**src/rtl/hier_collect_pkg.sv**
```systemverilog
// Shared types and helpers for the hierarchical result collector.
package hier_collect_pkg;

  // Width of a source index tag carried alongside each collected word.
  localparam int SRC_ID_W = 3;

  // Word width of a collected entry as seen by the shared entry type.
  localparam int ENTRY_DATA_W = 16;

  typedef logic [SRC_ID_W-1:0] src_id_t;

  typedef struct packed {
    src_id_t                 src;
    logic [ENTRY_DATA_W-1:0] data;
  } collect_entry_t;

  // Increment a source index, wrapping to 0 when it reaches n.
  function automatic src_id_t rr_next(input src_id_t idx, input int unsigned n);
    src_id_t nxt;
    if ((int'(idx) + 1) >= int'(n)) begin
      nxt = '0;
    end else begin
      nxt = idx + src_id_t'(1);
    end
    return nxt;
  endfunction

endpackage

```
**src/rtl/hier_collect_rr_arbiter.sv**
```systemverilog
// Round-robin arbiter: scans requests starting at an internal pointer and
// moves the pointer just past the winner whenever a grant is taken.
module hier_rr_arbiter #(
  parameter int NUM_SRC = 5
) (
  input  logic               clk,
  input  logic               rst_n,
  input  logic [NUM_SRC-1:0] req_i,
  input  logic               en_i,
  output logic [NUM_SRC-1:0] gnt_o,
  output logic [2:0]         gnt_idx_o,
  output logic               gnt_any_o
);
  import hier_collect_pkg::*;

  src_id_t    rr_ptr_q;
  src_id_t    rr_ptr_d;
  logic [3:0] cand_sum;
  logic       cand_req;

  // Pick the first requester at or after rr_ptr, wrapping modulo NUM_SRC.
  always_comb begin
    gnt_any_o = 1'b0;
    gnt_idx_o = '0;
    cand_sum  = '0;
    cand_req  = 1'b0;
    for (int k = 0; k < NUM_SRC; k++) begin
      cand_sum = {1'b0, rr_ptr_q} + 4'(k);
      if (cand_sum >= 4'(NUM_SRC)) begin
        cand_sum = cand_sum - 4'(NUM_SRC);
      end
      cand_req = 1'b0;
      for (int j = 0; j < NUM_SRC; j++) begin
        if (cand_sum == 4'(j)) begin
          cand_req = req_i[j];
        end
      end
      if (!gnt_any_o && cand_req) begin
        gnt_any_o = 1'b1;
        gnt_idx_o = cand_sum[2:0];
      end
    end
  end

  // Expand the winning index into a one-hot grant vector.
  always_comb begin
    gnt_o = '0;
    for (int i = 0; i < NUM_SRC; i++) begin
      gnt_o[i] = gnt_any_o && (gnt_idx_o == 3'(i));
    end
  end

  // Pointer advances only when the grant is actually taken.
  always_comb begin
    rr_ptr_d = rr_ptr_q;
    if (en_i && gnt_any_o) begin
      rr_ptr_d = rr_next(gnt_idx_o, NUM_SRC);
    end
  end

  // Priority pointer register.
  always_ff @(posedge clk) begin
    if (!rst_n) begin
      rr_ptr_q <= '0;
    end else begin
      rr_ptr_q <= rr_ptr_d;
    end
  end

endmodule

```
**src/rtl/hier_result_collector.sv**
```systemverilog
// Gathers result words from NUM_SRC child streams, tags each with its
// source index and queues it in a 2-entry FIFO toward the parent.
//
// Handshake: on every port a word moves when valid && ready are both high at
// a rising edge; a source holds valid and data stable until it is accepted,
// and src_ready never depends combinationally on out_ready.
module hier_result_collector #(
  parameter int NUM_SRC = 5,
  parameter int DATA_W  = 16
) (
  input  logic                      clk,
  input  logic                      rst_n,
  input  logic [NUM_SRC-1:0]        src_valid,
  input  logic [NUM_SRC*DATA_W-1:0] src_data,
  output logic [NUM_SRC-1:0]        src_ready,
  output logic                      out_valid,
  input  logic                      out_ready,
  output logic [DATA_W-1:0]         out_data,
  output logic [2:0]                out_src,
  output logic [15:0]               accept_cnt
);
  import hier_collect_pkg::*;

  logic [NUM_SRC-1:0] gnt;
  logic [2:0]         gnt_idx;
  logic               gnt_any;
  logic               arb_en;
  logic               push;
  logic               pop;
  logic [DATA_W-1:0]  push_data;

  // FIFO storage: head is presented on the output, tail is the second slot.
  src_id_t           head_src_q, head_src_d;
  logic [DATA_W-1:0] head_data_q, head_data_d;
  src_id_t           tail_src_q, tail_src_d;
  logic [DATA_W-1:0] tail_data_q, tail_data_d;
  logic [1:0]        count_q, count_d;
  logic [15:0]       accept_cnt_q, accept_cnt_d;

  // A push is offered only when a slot is free; reset also silences ready.
  assign arb_en    = rst_n && (count_q != 2'd2);
  assign push      = arb_en && gnt_any;
  assign pop       = (count_q != 2'd0) && out_ready;
  assign src_ready = gnt & {NUM_SRC{arb_en}};

  assign out_valid  = (count_q != 2'd0);
  assign out_data   = head_data_q;
  assign out_src    = head_src_q;
  assign accept_cnt = accept_cnt_q;

  hier_rr_arbiter #(
    .NUM_SRC (NUM_SRC)
  ) u_arb (
    .clk       (clk),
    .rst_n     (rst_n),
    .req_i     (src_valid),
    .en_i      (arb_en),
    .gnt_o     (gnt),
    .gnt_idx_o (gnt_idx),
    .gnt_any_o (gnt_any)
  );

  // Select the granted source's word from the packed data bus.
  always_comb begin
    push_data = '0;
    for (int i = 0; i < NUM_SRC; i++) begin
      if (gnt[i]) begin
        push_data = src_data[i*DATA_W +: DATA_W];
      end
    end
  end

  // FIFO next state; the head keeps its last value when the FIFO empties.
  always_comb begin
    head_src_d   = head_src_q;
    head_data_d  = head_data_q;
    tail_src_d   = tail_src_q;
    tail_data_d  = tail_data_q;
    count_d      = count_q;
    accept_cnt_d = accept_cnt_q;
    if (push) begin
      accept_cnt_d = accept_cnt_q + 16'd1;
    end
    case ({push, pop})
      2'b11: begin
        // Only reachable at count 1: the new word replaces the leaving head.
        head_src_d  = gnt_idx;
        head_data_d = push_data;
      end
      2'b10: begin
        if (count_q == 2'd0) begin
          head_src_d  = gnt_idx;
          head_data_d = push_data;
        end else begin
          tail_src_d  = gnt_idx;
          tail_data_d = push_data;
        end
        count_d = count_q + 2'd1;
      end
      2'b01: begin
        if (count_q == 2'd2) begin
          head_src_d  = tail_src_q;
          head_data_d = tail_data_q;
        end
        count_d = count_q - 2'd1;
      end
      default: begin
      end
    endcase
  end

  // FIFO and accept counter registers.
  always_ff @(posedge clk) begin
    if (!rst_n) begin
      head_src_q   <= '0;
      head_data_q  <= '0;
      tail_src_q   <= '0;
      tail_data_q  <= '0;
      count_q      <= '0;
      accept_cnt_q <= '0;
    end else begin
      head_src_q   <= head_src_d;
      head_data_q  <= head_data_d;
      tail_src_q   <= tail_src_d;
      tail_data_q  <= tail_data_d;
      count_q      <= count_d;
      accept_cnt_q <= accept_cnt_d;
    end
  end

endmodule

```
**config.mk**
```make
export PLATFORM = sky130hd
export DESIGN_NAME = hier_result_collector
export DESIGN_NICKNAME = d
export VERILOG_FILES = /design/src/rtl/hier_collect_pkg.sv /design/src/rtl/hier_collect_rr_arbiter.sv /design/src/rtl/hier_result_collector.sv
export SDC_FILE = /design/constraint.sdc
export NUM_CORES = 1
export LEC_CHECK = 0
export BUFFER_PORTS_ARGS = -buffer_cell sky130_fd_sc_hd__buf_4
export CORE_MARGIN = 3
export CORE_UTILIZATION = 30
export DETAILED_ROUTE_END_ITERATION = 7
export PLACE_DENSITY_LB_ADDON = 0.05
export SLEW_MARGIN = 40
export SYNTH_ARGS = -nofsm -noshare
export SYNTH_HDL_FRONTEND = slang
export SYNTH_SLANG_ARGS = --single-unit
```
**constraint.sdc**
```tcl
create_clock -name clk -period 4.85 [get_ports clk]
set_input_delay 0 -clock clk [delete_from_list [all_inputs] [get_ports clk]]
set_output_delay 0 -clock clk [all_outputs]
set_load 0.01 [all_outputs]
```
==> reports/results.txt, run 1 <==
The startpoint kind of the worst setup timing path was a flip-flop. The clock share of power is 10.6%, and the number of remaining DRC errors is 0. Derived from the worst setup path, the maximum achievable clock frequency is 0.217 GHz.

The fraction of the mapped netlist area in simple logic gates came out at 25.9%. After the first detailed-routing iteration, the DRC count stood at 394. The tools report the worst reg-to-reg setup slack as 0.24 ns. Peak fanout along the critical path: 16. The startpoint of the worst hold path was src_data[56].

The number of nets in the finished design came out at 855. The logs give 2 for the maximum buffer depth of the clock tree and 5.10% for the met3 layer usage reported by global route. The number of antenna diodes in the final layout is 0. The analysis attributes to cell leakage a power of 0.00276 µW. In this run the horizontal extent of the chip is 133 µm. Across every metal layer, demand over resource in global routing totals 19.4%. Detailed placement finished with a half-perimeter wire length of 13.3 mm. The share of cell area taken by muxes after synthesis was 4.87%; the effective utilization at floorplan was 31.1%. The number of different library cells used by synthesis comes to 73.

Area enclosed by the die boundary: 17600 µm². Among all flip-flop cells after synthesis, the most frequent one is dfxtp_1. In this run the critical register-to-register path is launched from u_arb.rr_ptr_q[1]$_SDFFE_PN0P_. The clock drives 59 sinks. The later pin in the worst-skew pair is clocked with a latency of 0.33 ns. The worst hold path was traced through 3 stages. For this design the total switching power over the nets is 3200 µW. The global-route layer with the greatest usage is met2. Dividing total power by cell area gives a power density of 948 nW/µm².

For this design, the slowest cell found on the critical path is a221oi_1. The total core area was 15400 µm². The tools report the maximum number of pins on one net before global-route repair as 88. The worst clock skew was 0.00682 ns; the required time at the endpoint of the critical path was 5.05 ns. The number of vias in the routed layout is 5249. The first global-routing pass estimated 27.6 mm of wire. Walking the worst path, the cells encountered are ha_2 > inv_1 > fa_1 > a21o_1 > a21oi_2 > nor2b_1 > a41o_1 > or3_1 > or3_1 > a31oi_4 > buf_4 > ha_1 > nor2_1 > buf_12 > a22oi_1 > nor2_1 > a21oi_1 > nor3_1 > a221oi_1 > o221ai_1.

The average instance in the mapped netlist occupies 7.92 µm². The run gives 0 as the initial antenna violation count. The cell count after synthesis came out at 606. Across the run, the number of max-cap violations was 0.

The tree is rooted in a clkbuf_16. The run gives 0 as the final number of hold-violating endpoints. By area, the combinational part of the netlist is dominated by compound AO/OA/AOI/OAI gates. The finished layout holds 961 standard cells, fillers aside. The number of synthesized flops with an enable pin came out at 0. The xor and xnor fraction of the mapped netlist area works out to 1.82%.

The logs give 0 for the synthesis warning total and 9 for the number of buffers created by CTS. In this run, placement finished with an instance count of 935. The max-slew violation count was 0.

The run finished with clean final reports. Dividing the detail-routed wire length by the instance count gives 18.2 µm. Net switching is 50.7% of the power.

By startpoint and endpoint, the worst setup path is classified as flip-flop to flip-flop. For the residual antenna-violating net count after detailed routing, the log shows 0. The netlist area before placement is 4800 µm², and the die span in y is 133 µm. Setup violations remaining at the end of the flow were counted as 0. Counting flops and latches in the post-synthesis netlist gives 59.

129 I/O pins were placed. For the met1 global-route usage, the log shows 22.9%. The tools report the number of global-route vias before repair as 5117. The area growth from synthesis to layout is 38.8%, and the peak ir drop on the vdd network is 0.000373 V. In this run the core area contains 45 standard-cell rows.

In this run the number of H-tree levels came out at 3. The routed wire length came out at 17.5 mm. The worst setup path is captured at a flip-flop. The depth of the worst register-to-register path is 20.

Sequential cells account for 10.7% of the total power. For the worst setup path, the data arrival time is 4.81 ns. After global routing the overflow that remains totals 0.

Complex-gate fraction of the synthesized area: 29.9%. The worst hold path terminates at tail_data_q[8]$_SDFFE_PN0P_. Measured against its own limit, the worst slew margin works out to 46.5%. The synthesized netlist devotes 5.89% of its cell area to adder and majority cells. At the pin with the least slew margin, the transition time is 0.803 ns. The first TritonRoute pass finished after 5 iterations. Synthesis produced a netlist with a net count of 716. The routed design could run at a clock period as short as 4.61 ns.

The fraction of the cycle the final worst path needs was 95.2%; the cell-internal power was 3110 µW. TritonCTS built the clock tree. Using the TritonRoute via totals, the vias-per-cell ratio works out to 5.46.

After synthesis, the share of flip-flops with an asynchronous set or reset is 0%. After clock tree synthesis, the clock-pin slew on the worst setup and hold paths is 0.05 ns. In this run the critical register-to-register path is captured at out_data[15]$_SDFFE_PN0P_.

The path class of the tightest hold or removal check is input pin to flip-flop. In the final timing run, aggregate negative setup slack is 0 ns. The congestion estimate from routability-driven global placement came to 0.906. Global routing consumed, on the met2 layer, 36.1% of the routing resources. Summing the sequential cell areas from Yosys gives 24.6% of the chip area. In this design, the stage delay of the slowest critical-path cell is 0.46 ns.

Cells with a size suffix above 1 make up 32.7% of the layout. The count of buffers from port buffering is 128. Combinational logic is responsible for 78.7% of the overall power.
==> worst max-delay path: cells and delay by family, from the launching register on <==
kind                     cells  cell delay, ns
flip-flops                   1            0.40
AO/OA/AOI/OAI                8            1.78
buffers and inverters        3            0.38
AND/OR/NAND/NOR              6            1.06
adder cells (fa/ha/maj)      3            0.88
==> registers in the layout, indices dropped and copies added, names as in the netlist <==
| register | cells |
|---|---|
| count_q | 2 |
| accept_cnt | 16 |
| u_arb.rr_ptr_q | 3 |
| out_data | 16 |
| tail_data_q | 16 |
| out_src | 3 |
| tail_src_q | 3 |
==> how the worst max path moves through the flow <==
| stage | startpoint | to | slack, ns | cells after the start |
|---|---|---|---|---|
| 2_1_floorplan | u_arb.rr_ptr_q[0]$_SDFFE_PN0P_ | out_data[10]$_SDFFE_PN0P_ | 0.009 | 26 |
| 3_3_place_gp | u_arb.rr_ptr_q[0]$_SDFFE_PN0P_ | out_data[15]$_SDFFE_PN0P_ | 0.20 | 21 |
| 3_5_place_dp | u_arb.rr_ptr_q[1]$_SDFFE_PN0P_ | out_data[15]$_SDFFE_PN0P_ | 0.1 | 20 |
| 4_1_cts | u_arb.rr_ptr_q[1]$_SDFFE_PN0P_ | out_data[15]$_SDFFE_PN0P_ | 0.08 | 20 |
| 5_1_grt | u_arb.rr_ptr_q[1]$_SDFFE_PN0P_ | out_data[15]$_SDFFE_PN0P_ | -0.07 | 20 |
| 6_report | u_arb.rr_ptr_q[1]$_SDFFE_PN0P_ | out_data[15]$_SDFFE_PN0P_ | 0.24 | 20 |
==> power groups by stage <==
stage               logic (µW)  clock network, µW  registers [µW]
floorplan                 3190                  0             690
global placement          4740                  0             682
detailed placement        4750                  0             685
CTS                       4780                682             677
global route              5470                708             692
finish                    4970                669             677
==> cells in the mapped netlist, drive strengths merged, types with 7 or more instances <==
library cell | number | share of area (%)
nand2b | 14 | 1.8
nand2 | 70 | 5.5
and3 | 7 | 0.91
nor3 | 38 | 4.1
a22oi | 17 | 2.7
nor2 | 29 | 2.3
nand4 | 18 | 2.3
a21oi | 49 | 5.1
o221ai | 16 | 3.4
mux2i | 20 | 4.2
dfxtp | 59 | 25
a221oi | 18 | 5.1
nand3 | 12 | 1.3
clkbuf | 35 | 2.7
ha | 21 | 5.5
buf | 21 | 2.9
o21ai | 28 | 2.9
inv | 17 | 1.3
and2 | 12 | 1.6
==> cell usage in the layout (no fill, tap or decap), types with 5 or more instances in the layout <==
master / synthesis / layout
nand3_1: 12 / 12
and3_1: 7 / 7
buf_4: 5 / 172
o221ai_1: 12 / 12
mux2i_1: 20 / 20
inv_1: 16 / 16
nor2b_1: 6 / 6
nand2b_1: 14 / 14
ha_1: 21 / 17
o211ai_1: 5 / 5
o21ai_0: 26 / 25
xnor2_1: 5 / 5
nand2_1: 70 / 70
a22oi_1: 17 / 17
clkbuf_16: 0 / 9
nand4_1: 18 / 18
a21oi_1: 49 / 47
dfxtp_1: 59 / 59
nor2_1: 29 / 26
and2_1: 12 / 11
a211oi_1: 5 / 5
xor2_1: 5 / 5
a221oi_2: 14 / 11
dlygate4sd3_1: 0 / 9
nor3_1: 37 / 35
==> timing repair <==
item	CTS	global route
endpoints found under the hold margin	9	1
hold buffers	8	1
setup buffers	0	1
endpoints found under the setup margin	0	32
resized for setup	0	17
==> through the flow <==
step | instance area, µm² | setup slack (ns) | hold WS (ns) | util (%) | total power, µW
6_report | 6660 | 0.235 | 0.0218 | 43.2 | 6310
5_1_grt | 6660 | -0.0718 | 0.0225 | 43.2 | 6870
4_1_cts | 6550 | 0.0776 | 0.00698 | 42.4 | 6140
3_5_place_dp | 6160 | 0.0977 | 0.311 | 39.9 | 5440
3_3_place_gp | 6160 | 0.198 | 0.295 | 39.9 | 5420
2_1_floorplan | 4840 | 0.00887 | 0.182 | - | 3880
==> final cells by class <==
| type | instances | area, µm² |
|---|---|---|
| fillers | 1617 | 8770 |
| flip-flops and latches | 59 | 1180 |
| well taps | 211 | 264 |
| clock inverters | 5 | 77.6 |
| repair buffers | 184 | 1430 |
| multi-input cells | 474 | 3410 |
| inverters | 17 | 63.8 |
| clock buffers | 11 | 233 |
==> per-layer routing <==
metal | wire, µm | vias to the layer above
li1 | - | 2549
met1 | 7110 | 2537
met2 | 9270 | 150
met3 | 938 | 13
met4 | 146 | 0
met5 | 0 | -
==> cells by family after synthesis <==
| family | count (synthesis) |
|---|---|
| XOR/XNOR | 10 |
| AND/OR/NAND/NOR | 237 |
| flip-flops | 59 |
| buffers and inverters | 73 |
| multiplexers | 22 |
| AO/OA/AOI/OAI | 183 |
| adder cells (fa/ha/maj) | 22 |
Power figures use the tool's default switching activity.
==> inputs of run 2 (changes only) <==
==> constraint.sdc (replaced) <==
create_clock -name clk -period 3.85 [get_ports clk]
set_input_delay 0 -clock clk [delete_from_list [all_inputs] [get_ports clk]]
set_output_delay 0 -clock clk [all_outputs]
set_load 0.01 [all_outputs]
==> reports/results.txt, run 2 (synthesis gave the netlist of run 1 again) <==
The floorplan has 45 rows. The total overflow left after global routing is 0. Based on the critical path, the design can be clocked at up to 0.230 GHz.

The number of global-route vias before repair is 5596. STA classifies the critical path startpoint as a flip-flop. The detailed-route wire length per cell was 17.5 µm; the area of combinational cells with multiple inputs was 3970 µm².

The logs give -0.501 ns for the final setup slack of the worst path and 2 for the maximum buffer depth of the clock tree. The run gives 1061 as the count of placed standard cells in the final layout, fillers left out. The chip width works out to 133 µm. The depth of the worst register-to-register path works out to 25. Global routing consumed, over all layers together, 20.4% of the routing resources. The clock transition at the registers of the reported paths is 0.05 ns. STA classifies the critical path endpoint as a flip-flop. For the maximum level of the CTS H-tree, the log shows 3. The library cell used most frequently in the layout, excluding fill and tap cells, is buf_4.

For the remaining max-slew budget at the tightest pin, the log shows 45.2%. Logic depth of the worst setup path including buffers: 25. The library cells used most frequently in the layout, excluding fill and tap cells, are buf_4 (239), nand2_1 (69), dfxtp_1 (57). The ratio of routed vias to standard cells is 5.18, and the half-perimeter wire length of the detailed placement result is 13.3 mm. Launch instance of the worst register-to-register path: u_arb.rr_ptr_q[1]$_SDFFE_PN0P_. The residual antenna-violating net count after detailed routing was 0. In this run the most critical hold path is launched from src_data[52]. At the pin with the least slew margin, the transition time is 0.817 ns. After the first detailed-routing iteration, the DRC count stood at 305.

For this design, the sink count on the clock tree is 59. Of all nets on the critical path, the largest fanout is 6. The clock reaches the later pin of the worst-skew pair after 0.32 ns. Last weighted congestion value of the routability-driven placer: 0.849. Clock root buffer master: clkbuf_16. Once placement completed, the tool counted placed cells totaling 1005.

The final reports fail on setup timing. For the number of placed I/O pins, the log shows 129. Setup repair after global routing could not meet its margin everywhere. The area growth from synthesis to layout is 71.5%. On the worst path, the slowest cell contributes a delay of 0.40 ns.

The logs give 0 for the max-slew violation count and 4.56 ns for the arrival time of data at the critical path endpoint. For the first-pass GRT wire length, the log shows 29.3 mm. The logs give 38 for the final setup violation count and 5494 for the number of vias in the routed layout. The routed design has 18.6 mm of wire. The worst hold path was traced through 3 stages.

The count of buffer and inverter cells on the critical path is 8. For the worst setup path, the data required time is 4.06 ns. TritonCTS built the clock tree. The kind of path behind the tightest hold check was input pin to flip-flop. The run gives 17600 µm² as the area enclosed by the die boundary. The worst setup path is of the flip-flop to flip-flop kind.

The effective utilization at floorplan came out at 31.1%. Number of buffers created by CTS: 9. The number of nets in the finished design was 956.

Number of remaining DRC errors: 0. The time the final worst path needs with I/O delays and setup is 4.35 ns, and the total core area is 15400 µm². The critical path startpoint was u_arb.rr_ptr_q[1]$_SDFFE_PN0P_. Of the cells placed in the final design, the portion with a size suffix greater than 1 is 50.4%.

Number of filler cells placed in the layout: 1463. The initial antenna violation count is 0. The final number of hold-violating endpoints was 0. The run finished, with violations left. Kind of cell with the highest combined delay on the critical path: compound AO/OA/AOI/OAI gates.

The repair_antennas step left the layout with diodes totalling 0. The die is 133 µm tall. Clock skew on the completed layout was measured at 0.00766 ns. In this run the tool buffered the top-level ports with 128 buffer cells.

Max-cap violations in this run came to 0. The total iterations of the first detailed-routing run is 4, and the sequential cell area is 1190 µm². Entering global routing, the biggest net connects 87 pins.

The fraction of the cycle the final worst path needs was 113%. The slowest stage of the critical path belongs to the cell or3_1.
-- run 2: path summary, 6_finish.rpt --
| check | slack [ns] | to |
|---|---|---|
| worst max-delay path | -0.50 | out_data[15]$_SDFFE_PN0P_ |
| worst min-delay path | 0.04 | tail_data_q[4]$_SDFFE_PN0P_ |
| worst max register to register | -0.50 | out_data[15]$_SDFFE_PN0P_ |
| worst min register to register | 0.47 | tail_src_q[0]$_SDFFE_PN0P_ |
-- run 2: stage by stage --
step	cell area, µm²	util [%]	setup TNS, ns	hold slack (ns)	setup WS, ns
2_1_floorplan	4970	-	-21.19	0.182	-0.681
3_3_place_gp	6800	44.1	-16.04	0.301	-0.662
3_5_place_dp	6800	44.1	-17.57	0.303	-0.725
4_1_cts	7900	51.2	-11.47	0.00823	-0.406
5_1_grt	8240	53.4	-23.31	0.0366	-0.711
6_report	8240	53.4	-14.31	0.0368	-0.501
-- run 2: area by class of cell --
cell class	instances	area share (%)
clock buffers	11	3.07
multi-input cells	475	48.2
well taps	211	3.21
clock inverters	4	0.896
repair buffers	284	29.3
flip-flops and latches	59	14.4
inverters	17	0.957
-- run 2: worst register-to-register path, cell delays in order, from the launching register on --
cell	delay, ns
dfxtp_4	0.36
buf_6	0.11
ha_4	0.12
inv_2	0.03
fa_2	0.36
a21oi_2	0.16
mux4_2	0.36
nor4b_4	0.32
buf_4	0.16
a41oi_2	0.03
or3_1	0.40
a31oi_2	0.20
a311oi_2	0.08
buf_4	0.18
ha_4	0.16
clkinv_4	0.05
nor2_4	0.04
buf_6	0.14
buf_6	0.12
a22oi_2	0.10
nor2_1	0.07
a21oi_2	0.12
nor3_2	0.06
a221oi_2	0.22
buf_4	0.17
o221ai_2	0.10
-- run 2: timing repair --
action                     in CTS  in global routing
setup buffers                  19                 12
hold endpoints to repair       11                  0
gates cloned                    4                  2
resized for setup              86                 57
pin swaps                      37                 47
setup endpoints to repair      41                 45
hold buffers                   10                  0
-- run 2: routing by layer --
layer / wire (µm) / up-vias / track usage [%]
met4: 363 / 0 / 5.14
met1: 7910 / 2572 / 25.4
li1: - / 2761 / -
met5: 0 / - / 0
met3: 958 / 26 / 5.06
met2: 9370 / 135 / 35.1
Power of run 2 is left out: the tool's default activity adds up to more than one toggle a clock period on the data nets, which glitch-free logic cannot reach.
